--- src/rtl/brick_store_ctrl.sv ---
// Brick storage controller: per-brick hit points, init sweep, one query per handshake.
// Optional multi-hit bricks are enabled with `define BRICK_HP_EN; otherwise each brick is a single live bit.
module brick_store_ctrl #(
  parameter int NUM_BRICKS = 60,
  parameter int ADDR_W     = 6,
  parameter int HP_W       = 2,
  parameter int INIT_HP    = 1
) (
  input  logic              clock,
  input  logic              resetn,
  input  logic              reload,
  input  logic              query_valid,
  input  logic [ADDR_W-1:0] query_addr,
  input  logic              query_hit,
  output logic              query_ready,
  output logic              resp_valid,
  output logic              resp_alive,
  output logic [HP_W-1:0]   resp_hp,
  output logic              resp_destroyed,
  output logic [ADDR_W:0]   bricks_left,
  output logic              loading,
  output logic              all_cleared
);

`ifdef BRICK_HP_EN
  localparam int STORE_W = HP_W;
  localparam logic [STORE_W-1:0] INIT_VAL = STORE_W'(INIT_HP);
`else
  localparam int STORE_W = 1;
  // Any nonzero starting hit-point value collapses to a single live bit.
  localparam logic [STORE_W-1:0] INIT_VAL = 1'(INIT_HP != 0);
`endif

  localparam logic [ADDR_W-1:0] LAST_ADDR = ADDR_W'(NUM_BRICKS - 1);
  localparam logic [ADDR_W:0]   BRICK_CNT = (ADDR_W + 1)'(NUM_BRICKS);

  typedef enum logic [2:0] {
    S_INIT,
    S_IDLE,
    S_READ,
    S_UPDATE,
    S_RESP
  } state_e;

  state_e              state_q;
  logic [ADDR_W-1:0]   sweep_q;
  logic [ADDR_W-1:0]   addr_q;
  logic                hit_q;
  logic [STORE_W-1:0]  hp_q;
  logic [ADDR_W:0]     left_q;
  logic                loading_q;
  logic                ready_q;
  logic                resp_valid_q;
  logic                resp_alive_q;
  logic [HP_W-1:0]     resp_hp_q;
  logic                resp_destroyed_q;

  logic [STORE_W-1:0]  mem_q [NUM_BRICKS];

  logic                in_range;
  logic                hp_live;
  logic                do_hit;
  logic [STORE_W-1:0]  hp_d;
  logic                kills;

  logic                mem_we;
  logic [ADDR_W-1:0]   mem_waddr;
  logic [STORE_W-1:0]  mem_wdata;

  assign in_range = {1'b0, addr_q} < BRICK_CNT;
  assign hp_live  = hp_q != '0;
  assign do_hit   = hit_q && in_range && hp_live;
  assign hp_d     = do_hit ? hp_q - STORE_W'(1) : hp_q;
  assign kills    = do_hit && (hp_d == '0);

  // The sweep owns the write port during INIT; UPDATE writes only a real hit.
  always_comb begin
    mem_we    = 1'b0;
    mem_waddr = addr_q;
    mem_wdata = hp_d;
    if (state_q == S_INIT) begin
      mem_we    = 1'b1;
      mem_waddr = sweep_q;
      mem_wdata = INIT_VAL;
    end else if (state_q == S_UPDATE) begin
      mem_we    = do_hit;
    end
  end

  // NOTE: the brick array has no reset; the init sweep gives it defined contents before any read.
  always_ff @(posedge clock) begin
    if (mem_we) begin
      mem_q[mem_waddr] <= mem_wdata;
    end
  end

  // NOTE: sequential state uses non-blocking assignments so every register samples pre-edge values.
  always_ff @(posedge clock or negedge resetn) begin
    if (!resetn) begin
      state_q          <= S_INIT;
      sweep_q          <= '0;
      addr_q           <= '0;
      hit_q            <= 1'b0;
      hp_q             <= '0;
      left_q           <= '0;
      loading_q        <= 1'b1;
      ready_q          <= 1'b0;
      resp_valid_q     <= 1'b0;
      resp_alive_q     <= 1'b0;
      resp_hp_q        <= '0;
      resp_destroyed_q <= 1'b0;
    end else begin
      resp_valid_q <= 1'b0;
      unique case (state_q)
        S_INIT: begin
          sweep_q <= sweep_q + 1'b1;
          if (sweep_q == LAST_ADDR) begin
            sweep_q   <= '0;
            left_q    <= BRICK_CNT;
            loading_q <= 1'b0;
            ready_q   <= 1'b1;
            state_q   <= S_IDLE;
          end
        end
        S_IDLE: begin
          if (query_valid) begin
            addr_q  <= query_addr;
            hit_q   <= query_hit;
            ready_q <= 1'b0;
            state_q <= S_READ;
          end else if (reload) begin
            sweep_q   <= '0;
            loading_q <= 1'b1;
            ready_q   <= 1'b0;
            state_q   <= S_INIT;
          end
        end
        S_READ: begin
          hp_q    <= in_range ? mem_q[addr_q] : '0;
          state_q <= S_UPDATE;
        end
        S_UPDATE: begin
          resp_valid_q     <= 1'b1;
          resp_alive_q     <= hp_live;
          resp_hp_q        <= HP_W'(hp_d);
          resp_destroyed_q <= kills;
          if (kills && (left_q != '0)) begin
            left_q <= left_q - 1'b1;
          end
          state_q <= S_RESP;
        end
        S_RESP: begin
          if (reload) begin
            sweep_q   <= '0;
            loading_q <= 1'b1;
            state_q   <= S_INIT;
          end else begin
            ready_q   <= 1'b1;
            state_q   <= S_IDLE;
          end
        end
        default: begin
          state_q <= S_INIT;
        end
      endcase
    end
  end

  assign query_ready    = ready_q;
  assign resp_valid     = resp_valid_q;
  assign resp_alive     = resp_alive_q;
  assign resp_hp        = resp_hp_q;
  assign resp_destroyed = resp_destroyed_q;
  assign bricks_left    = left_q;
  assign loading        = loading_q;
  assign all_cleared    = (left_q == '0) && !loading_q;

endmodule

--- config.mk ---
export PLATFORM = sky130hd
export DESIGN_NAME = brick_store_ctrl
export DESIGN_NICKNAME = d
export VERILOG_FILES = /design/src/rtl/brick_store_ctrl.sv
export SDC_FILE = /design/constraint.sdc
export NUM_CORES = 1
export LEC_CHECK = 0
export BUFFER_PORTS_ARGS = -buffer_cell sky130_fd_sc_hd__buf_4
export CORE_ASPECT_RATIO = 1.4
export CORE_UTILIZATION = 56
export DETAILED_ROUTE_END_ITERATION = 7
export PLACE_DENSITY = 0.74
export SLEW_MARGIN = 25
export SYNTH_ARGS = -nofsm -noshare
export SYNTH_HDL_FRONTEND = slang
export SYNTH_SLANG_ARGS = --single-unit
--- constraint.sdc ---
create_clock -name clock -period 2.8 [get_ports clock]
set_clock_uncertainty 0.05 [all_clocks]
set_input_delay 0.14 -clock clock [delete_from_list [all_inputs] [get_ports clock]]
set_output_delay 0.14 -clock clock [all_outputs]
set_load 0.05 [all_outputs]
Yosys cells after proc, flatten, opt, wreduce, memory -nomap -nowiden
Memories as Yosys holds them, arrays and structs flattened.
Cells that the tools add are included.
- register bits after elaboration: 30
- latch bits: 0
- memory bits (writable): 60
- ROM bits: 0
- output and inout port bits: 15
- memories kept: 1
- $add $sub $neg: 3
- multipliers: 0
- div/mod/pow operators: 0
- order comparisons: 1
- eq/ne operators: 10
- shifts and indexed selects: 0
- muxes and demuxes: 30
- bitwise gates (word level): 1
- reductions and logical operators: 17
- memory list (name ; depth ; width ; read ports ; clocked after Yosys merged registers in ; wr ports ; line ; RTL):
    mem_q ; 60 ; 1 ; 1 ; 0 ; 1 ; 58 ; logic [STORE_W-1:0] mem_q [NUM_BRICKS];
- operators with widths (kind ; count):
    $mux W6 ; 4
    $pmux W6 S3 ; 1
    $mux W1 ; 16
    $pmux W3 S5 ; 1
    $mux W7 ; 2
    $pmux W7 S2 ; 1
    $mux W3 ; 3
    $logic_not A7 Y1 ; 1
    $reduce_bool A7 Y1 ; 1
    $sub A7 B1 Y7 const B ; 1
    $add A6 B1 Y6 const B ; 1
    $eq A3 B2 Y1 const B ; 2
    $eq A6 B6 Y1 const B ; 1
    $lt A6 B6 Y1 const B ; 1
    $pmux W1 S3 ; 2
    $reduce_and A2 Y1 ; 3
    $reduce_and A3 Y1 ; 2
    $logic_and A1 B1 Y1 ; 5
    $ne A2 B1 Y1 const B ; 2
    $ne A2 B2 Y1 const B ; 2
    $reduce_and A4 Y1 ; 1
    $eq A3 B1 Y1 const B ; 1
    $eq A3 B3 Y1 const B ; 1
    $logic_not A3 Y1 ; 1
    other kinds (6) ; 6

Logic depth before layout (Yosys ltp)
Gate-level depths: netlist (run 1).
- depth after elaboration: 9
- mapped depth: 9
- depth with buffers taken out: 7

Worst setup path after synthesis (run 1)
Ideal clock, no wire load.
- path type: register to register
- start: register state_q[0]
- end: memory mem_q[0], data pin
- setup time: 0.346 ns
- arrival: 1.882 ns
- required time: 2.404 ns
- setup slack: 0.522 ns
- cell stages (with the launch flop): 5
- path buffers: 2
- path through: dfrtp_1 -> buf_2 -> or3_1 -> clkbuf_1 -> nand2_1
- cells in the longest elaborated chain, start to end: 2
- ends and longest elaborated chain (what ; line ; RTL):
    from (decl) ; 45 ; state_e state_q;
    from (signal assigned) ; 100 ; state_q <= S_INIT;
    from (signal assigned) ; 122 ; state_q <= S_IDLE;
    from (signal assigned) ; 130 ; state_q <= S_READ;
    $logic_not A3 Y1 ; 81 ; if (state_q == S_INIT) begin
    $mux W1 ; 81 ;
    net mem_wdata ; 68 ; logic [STORE_W-1:0] mem_wdata;
    to (decl) ; 58 ;
The timed path passes the listed nets, and every way through them passes these cells.

Worst setup path in the final report (run 1)
- start: register state_q[1]
- end: memory mem_q[8], enable pin
- cells in the longest elaborated chain, start to end: 5
- elaborated cells between the ends (all ways): 7
- classes of those cells: eq/ne: 1; mux: 5; reduce/logical: 1
- ends and longest elaborated chain (what ; line ; RTL):
    $eq A3 B2 Y1 ; 85 ; end else if (state_q == S_UPDATE) begin
    $mux W1 ; 85 ;
    $mux W1 ; 81 ;
    $mux W1 ; 92 ; if (mem_we) begin
    $mux W1 (implied by the code) ; 93 ; mem_q[mem_waddr] <= mem_wdata;
Parallel ways exist; a longest one is shown, timed or not.

==> run metrics, run 1 <==
worst vdd rail ir drop=0.000550 V; crit-path leading delay family=simple AND/OR/NAND/NOR gates; WHS Path Cells=4; top-level I/O count=26; Die H=approximately 110 µm; P per Cell Area=1020 nW/µm²; final antenna-violating net count=0; routed vias=2,932; DP Wirelength=6420 µm; cells along the critical path=inv_1, or2_1, clkinv_2, nand3_1, o22ai_1, nand2_1, nor2_1; total gr overflow=0; CP max stage cell=dfrtp_1; # setup viols final=0; pins over their slew limit=0; Warnings, synthesis=0; Final Non-Filler Cells=between 400 and 500; Hold Path Class=in -> reg; setup_tns=0 ns; Worst Tran Pin Value=~0.67 ns; most frequent cell after synthesis=nor2_1; WL/cell=~19 µm; Overall Global Routing Usage=0.262; register area share after synthesis=0.597; fillers=between 500 and 600; Synth Register Bits=90; Max Root-Sink Buffers=2; number of port buffers=24; synthesized cell area=about 4300 µm²; DR iter-0 viols=229; CP Depth=7; die extent in x=roughly 76 µm; Worst R2R Start=state_q[1]; hold worst-path end=state_q[0]; P&R area growth vs syn=12.0%; hold_sp=query_valid; vias per cell=just under 6; Worst Reg2Reg Path Length in Cells=7; vias in the first global route=around 2,900; RR Endpoint=mem_q[8]; Largest stage delay, worst path=between 0.5 and 0.6 ns; Clk Latency, worst-skew pair=0.36 ns; # diodes=0; RSZ-0062 raised after global routing=false; CP Buf/Inv Count=2; EDFF count, synth=60; mean post-synth cell area=around 12 µm²; endpoint type of the worst setup path=flip-flop; Site Rows=37; Worst Path Arrival=~2.5 ns; proportion of layout cells with a drive suffix above 1=0.191; Top FF cell, synth=edfxtp_1; critical path start-end classification=reg -> reg; Final Worst Setup Slack=between 0.3 and 0.4 ns; Max-slew headroom=0.549; DIE AREA=roughly 8000 µm²; Area contributors post-synth=edfxtp_1, dfrtp_1, mux4_2; Core Box Area=around 7400 µm²; ys async rst share=0.333; Initial Util=0.581; drc violations=0; syn nets=between 300 and 400; Max Cap Viol=0; Cell variety after synth=45; final WL=9190 µm; clk slew on worst S/H paths=0.08 ns; placed cells=470; clock sink count=90; crit-path max FO=11; Fin. Hold Viols=0; Routability Congestion=0.886; Pwr Total=4.91 mW; largest net degree at the start of global routing=slightly above 60; CTS root buf=clkbuf_8; Static Leak=~1.7 nW; r2r setup slk=roughly 0.31 ns; Mapped Cells=~360; Num CTS Buffers=9; Fmax=402 MHz; Synth top area share=0.421; post-route minimum period=2.49 ns; Post-Place Setup Slack=0.312 ns; WP data required=roughly 2.8 ns; synth cell count leaders=nor2_1, edfxtp_1, nand2_1; CTS tree=done; nets=just over 400; Pre-Repair DR Iteration Count=4; first-pass GRT wire length=around 15,000 µm; H-tree depth=3; Fin Hold WS=around 0.090 ns; initial antenna violation count=0; period utilization=0.888; outcome=complete, no violations; Worst Setup Start Kind=flip-flop; area leader, netlist=edfxtp_1
## power breakdown
| part | switching, mW | total [mW] | leakage [nW] | internal (mW) |
|---|---|---|---|---|
| Sequential | 0.283 | 2.12 | 0.922 | 1.84 |
| Combinational | 1.29 | 2.04 | 0.722 | 0.746 |
| Clock | 0.431 | 0.752 | 0.0774 | 0.321 |
| Total | 2.01 | 4.91 | 1.72 | 2.90 |
## layout by cell type, fill, tap and decap left out, types with 2 or more instances in the layout
cell / n
nor2b_1: 3
nand3b_1: 8
edfxtp_1: 60
a22o_1: 3
mux2i_1: 6
o22ai_1: 2
buf_4: 30
a21oi_1: 8
clkbuf_8: 9
nor4_1: 2
ha_1: 3
dlygate4sd3_1: 9
or2_1: 2
nor3_1: 6
nand2b_1: 8
nand3_1: 6
a31o_2: 2
o21ai_0: 17
clkbuf_1: 4
mux4_2: 15
dfrtp_1: 29
nor2_1: 72
mux2_2: 11
a31oi_1: 3
inv_1: 4
o31ai_1: 5
nand2_1: 42
clkinv_2: 3
nand4_1: 3
or3_1: 7
## timing repair
item / CTS / global route
hold endpoints to repair: 38 / 0
endpoints found under the setup margin: 0 / 0
hold buffers: 9 / 0
buffers inserted: 0 / 0
resized for setup: 0 / 0
## worst max path at each step
| stage | start | end | slack, ns |
|---|---|---|---|
| after floorplan | state_q[0] | mem_q[0] | 0.52 |
| after global placement | state_q[1] | mem_q[8] | 0.30 |
| after detailed placement | state_q[1] | mem_q[8] | 0.31 |
| after CTS | state_q[1] | mem_q[8] | 0.30 |
| after global routing | state_q[1] | mem_q[8] | 0.11 |
| final | state_q[1] | mem_q[8] | 0.31 |
## worst reg2reg max path, cell delays in order, from the launching register on
cell and delay [ns]:
dfrtp_1 0.53, inv_1 0.13, or2_1 0.33, clkinv_2 0.14, nand3_1 0.11, o22ai_1 0.31, nand2_1 0.35, nor2_1 0.23
## through the flow
step / utilization / area (µm²)
after floorplan: - / 4280
after global placement: 0.618 / 4550
after detailed placement: 0.618 / 4550
after CTS: 0.651 / 4790
after global routing: 0.651 / 4790
final: 0.651 / 4790
## metal layers
metal  up-vias  track usage  routed length [µm]  share of wire
met3        22       0.0698                 380          0.041
li1       1369            -                   -              -
met4         0        0.120                 310          0.034
met1      1454        0.311                3640           0.40
met2        87        0.434                4860           0.53
met5         -            0                   0              0
## flip-flops by register name (all words and copies together) (netlist names)
name and cells:
mem_q 60, bricks_left 7, addr_q 6, sweep_q 6, state_q 3, hit_q 1
hp_live 1, loading 1, query_ready 1, resp_alive 1, resp_destroyed 1, resp_hp 1
resp_valid 1
## layout make-up
type	count	area, µm²	share of cell area
clock inverter	3	17.5	0.00366
clock buffer	13	139	0.0290
sequential	90	2550	0.533
timing repair buffer	39	315	0.0658
inverter	5	20.0	0.00418
multi-input combinational	248	1630	0.339
tap	97	121	0.0253
## kinds of logic after synthesis
group,synth area share
AO/OA/AOI/OAI,0.0696
XOR/XNOR,0.00205
adder cells (fa/ha/maj),0.00878
buffers and inverters,0.0231
flip-flops,0.597
multiplexers,0.122
other,0.000877
AND/OR/NAND/NOR,0.177
No activity file was read; power rests on OpenSTA's default activity.
==> inputs of run 2 (changes only) <==
- CTS_BUF_LIST: default -> sky130_fd_sc_hd__clkbuf_8
- CTS_CLUSTER_DIAMETER: default -> 80
==> run metrics, run 2 (synthesis gave the netlist of run 1 again) <==
Worst Setup Start Kind=flip-flop; drc violations=0; proportion of layout cells with a drive suffix above 1=0.191; Initial Util=0.581; Largest register FFs=60; Site Rows=37; vias per cell=5.94; multi-input logic area=between 1500 and 2000 µm²; Max-slew headroom=0.553; Max Cap Viol=0; WL/cell=18.7 µm; outcome=complete, no violations; Routability Congestion=between 0.8 and 0.9; Max Root-Sink Buffers=2; Hold Path Class=in -> reg; crit-path max FO=11; number of port buffers=24; commonest non-fill, non-tap cell in the layout=nor2_1; period utilization=0.896; storage element area=2550 µm²; Fmax=approximately 400 MHz; clk slew on worst S/H paths=~0.080 ns; # hold bufs at CTS=9; Worst Tran Pin Value=around 0.67 ns; DIE AREA=between 7000 and 8000 µm²; critical path start-end classification=reg -> reg; most frequent cells in the layout=nor2_1, edfxtp_1, nand2_1; P per Cell Area=~1000 nW/µm²; final WL=just over 9000 µm; Pre-Repair DR Iteration Count=4; pins over their slew limit=0; first-pass GRT wire length=around 15,000 µm; Worst R2R Start=state_q[1]; final antenna-violating net count=0; DP Wirelength=6420 µm; initial antenna violation count=0; Static Leak=about 1.7 nW; # setup viols final=0; post-route minimum period=about 2.5 ns; Fin. Hold Viols=0; largest net degree at the start of global routing=approximately 60; endpoint type of the worst setup path=flip-flop; Biggest register=mem_q; DR iter-0 viols=228; vias in the first global route=around 2,900; P&R area growth vs syn=12.0%; Critical Path Start=state_q[1]; top-level I/O count=26; CTS tree=done; H-tree depth=3; nets=slightly above 400; Core Box Area=between 7000 and 8000 µm²; Die H=105 µm; r2r setup slk=slightly below 0.3 ns; die extent in x=between 70 and 80 µm; Overall Global Routing Usage=0.262; Num CTS Buffers=9; final core occ=0.651; CTS root buf=clkbuf_8; Clk Latency, worst-skew pair=between 0.3 and 0.4 ns; total gr overflow=0; clock sink count=90; # diodes=0; Post-CTS Setup Inserts=0; hold_sp=query_valid; routed vias=slightly below 3,000; fillers=557; worst vdd rail ir drop=between 0.0005 and 0.0006 V; setup_tns=0 ns; post-cts repair resize count=0; RSZ-0062 raised after global routing=false; Worst Path Arrival=around 2.5 ns; WP data required=~2.8 ns
==> run 2: worst max-delay path, cell delays in order (launching register included) <==
cell and delay (ns):
dfrtp_1 0.54, inv_1 0.13, or2_1 0.33, clkinv_2 0.14, nand3_1 0.11, o22ai_1 0.31
nand2_1 0.37, nor2_1 0.24
==> run 2: metrics by stage <==
step	instance area [µm²]	hold WS, ns	total power [mW]	setup slack, ns	instances
4_1_cts	4790	0.0817	4.92	0.300	495
2_1_floorplan	4280	-0.206	3.57	0.522	359
5_1_grt	4790	0.116	5.20	0.107	495
6_report	4790	0.0905	4.91	0.292	495
3_5_place_dp	4550	0.0469	4.17	0.312	470
3_3_place_gp	4550	0.0388	4.13	0.298	470
==> run 2: final cells by class <==
cell class	count	area share
multi-input cells	248	0.339
well taps	97	0.0253
clock inverters	7	0.00679
repair buffers	39	0.0658
inverters	5	0.00418
flip-flops and latches	90	0.533
clock buffers	9	0.0258
==> run 2: final timing paths <==
check	end	cells after the start
max	mem_q[8]	7
min	state_q[0]	4
max reg2reg	mem_q[8]	7
min reg2reg	resp_alive	2
max in group asynchronous	loading	2
min in group asynchronous	sweep_q[5]	2
==> run 2: per-layer routing <==
layer	vias to the layer above	GRT usage	routed length, µm
li1	1369	-	-
met1	1470	0.311	3690
met2	81	0.434	4900
met3	22	0.0698	361
met4	0	0.120	310
met5	-	0	0
==> run 2: power breakdown <==
part / leakage [nW] / internal, mW / switching, mW
Clock: 0.0940 / 0.306 / 0.429
Sequential: 0.922 / 1.84 / 0.284
Combinational: 0.722 / 0.746 / 1.30
Total: 1.74 / 2.89 / 2.02
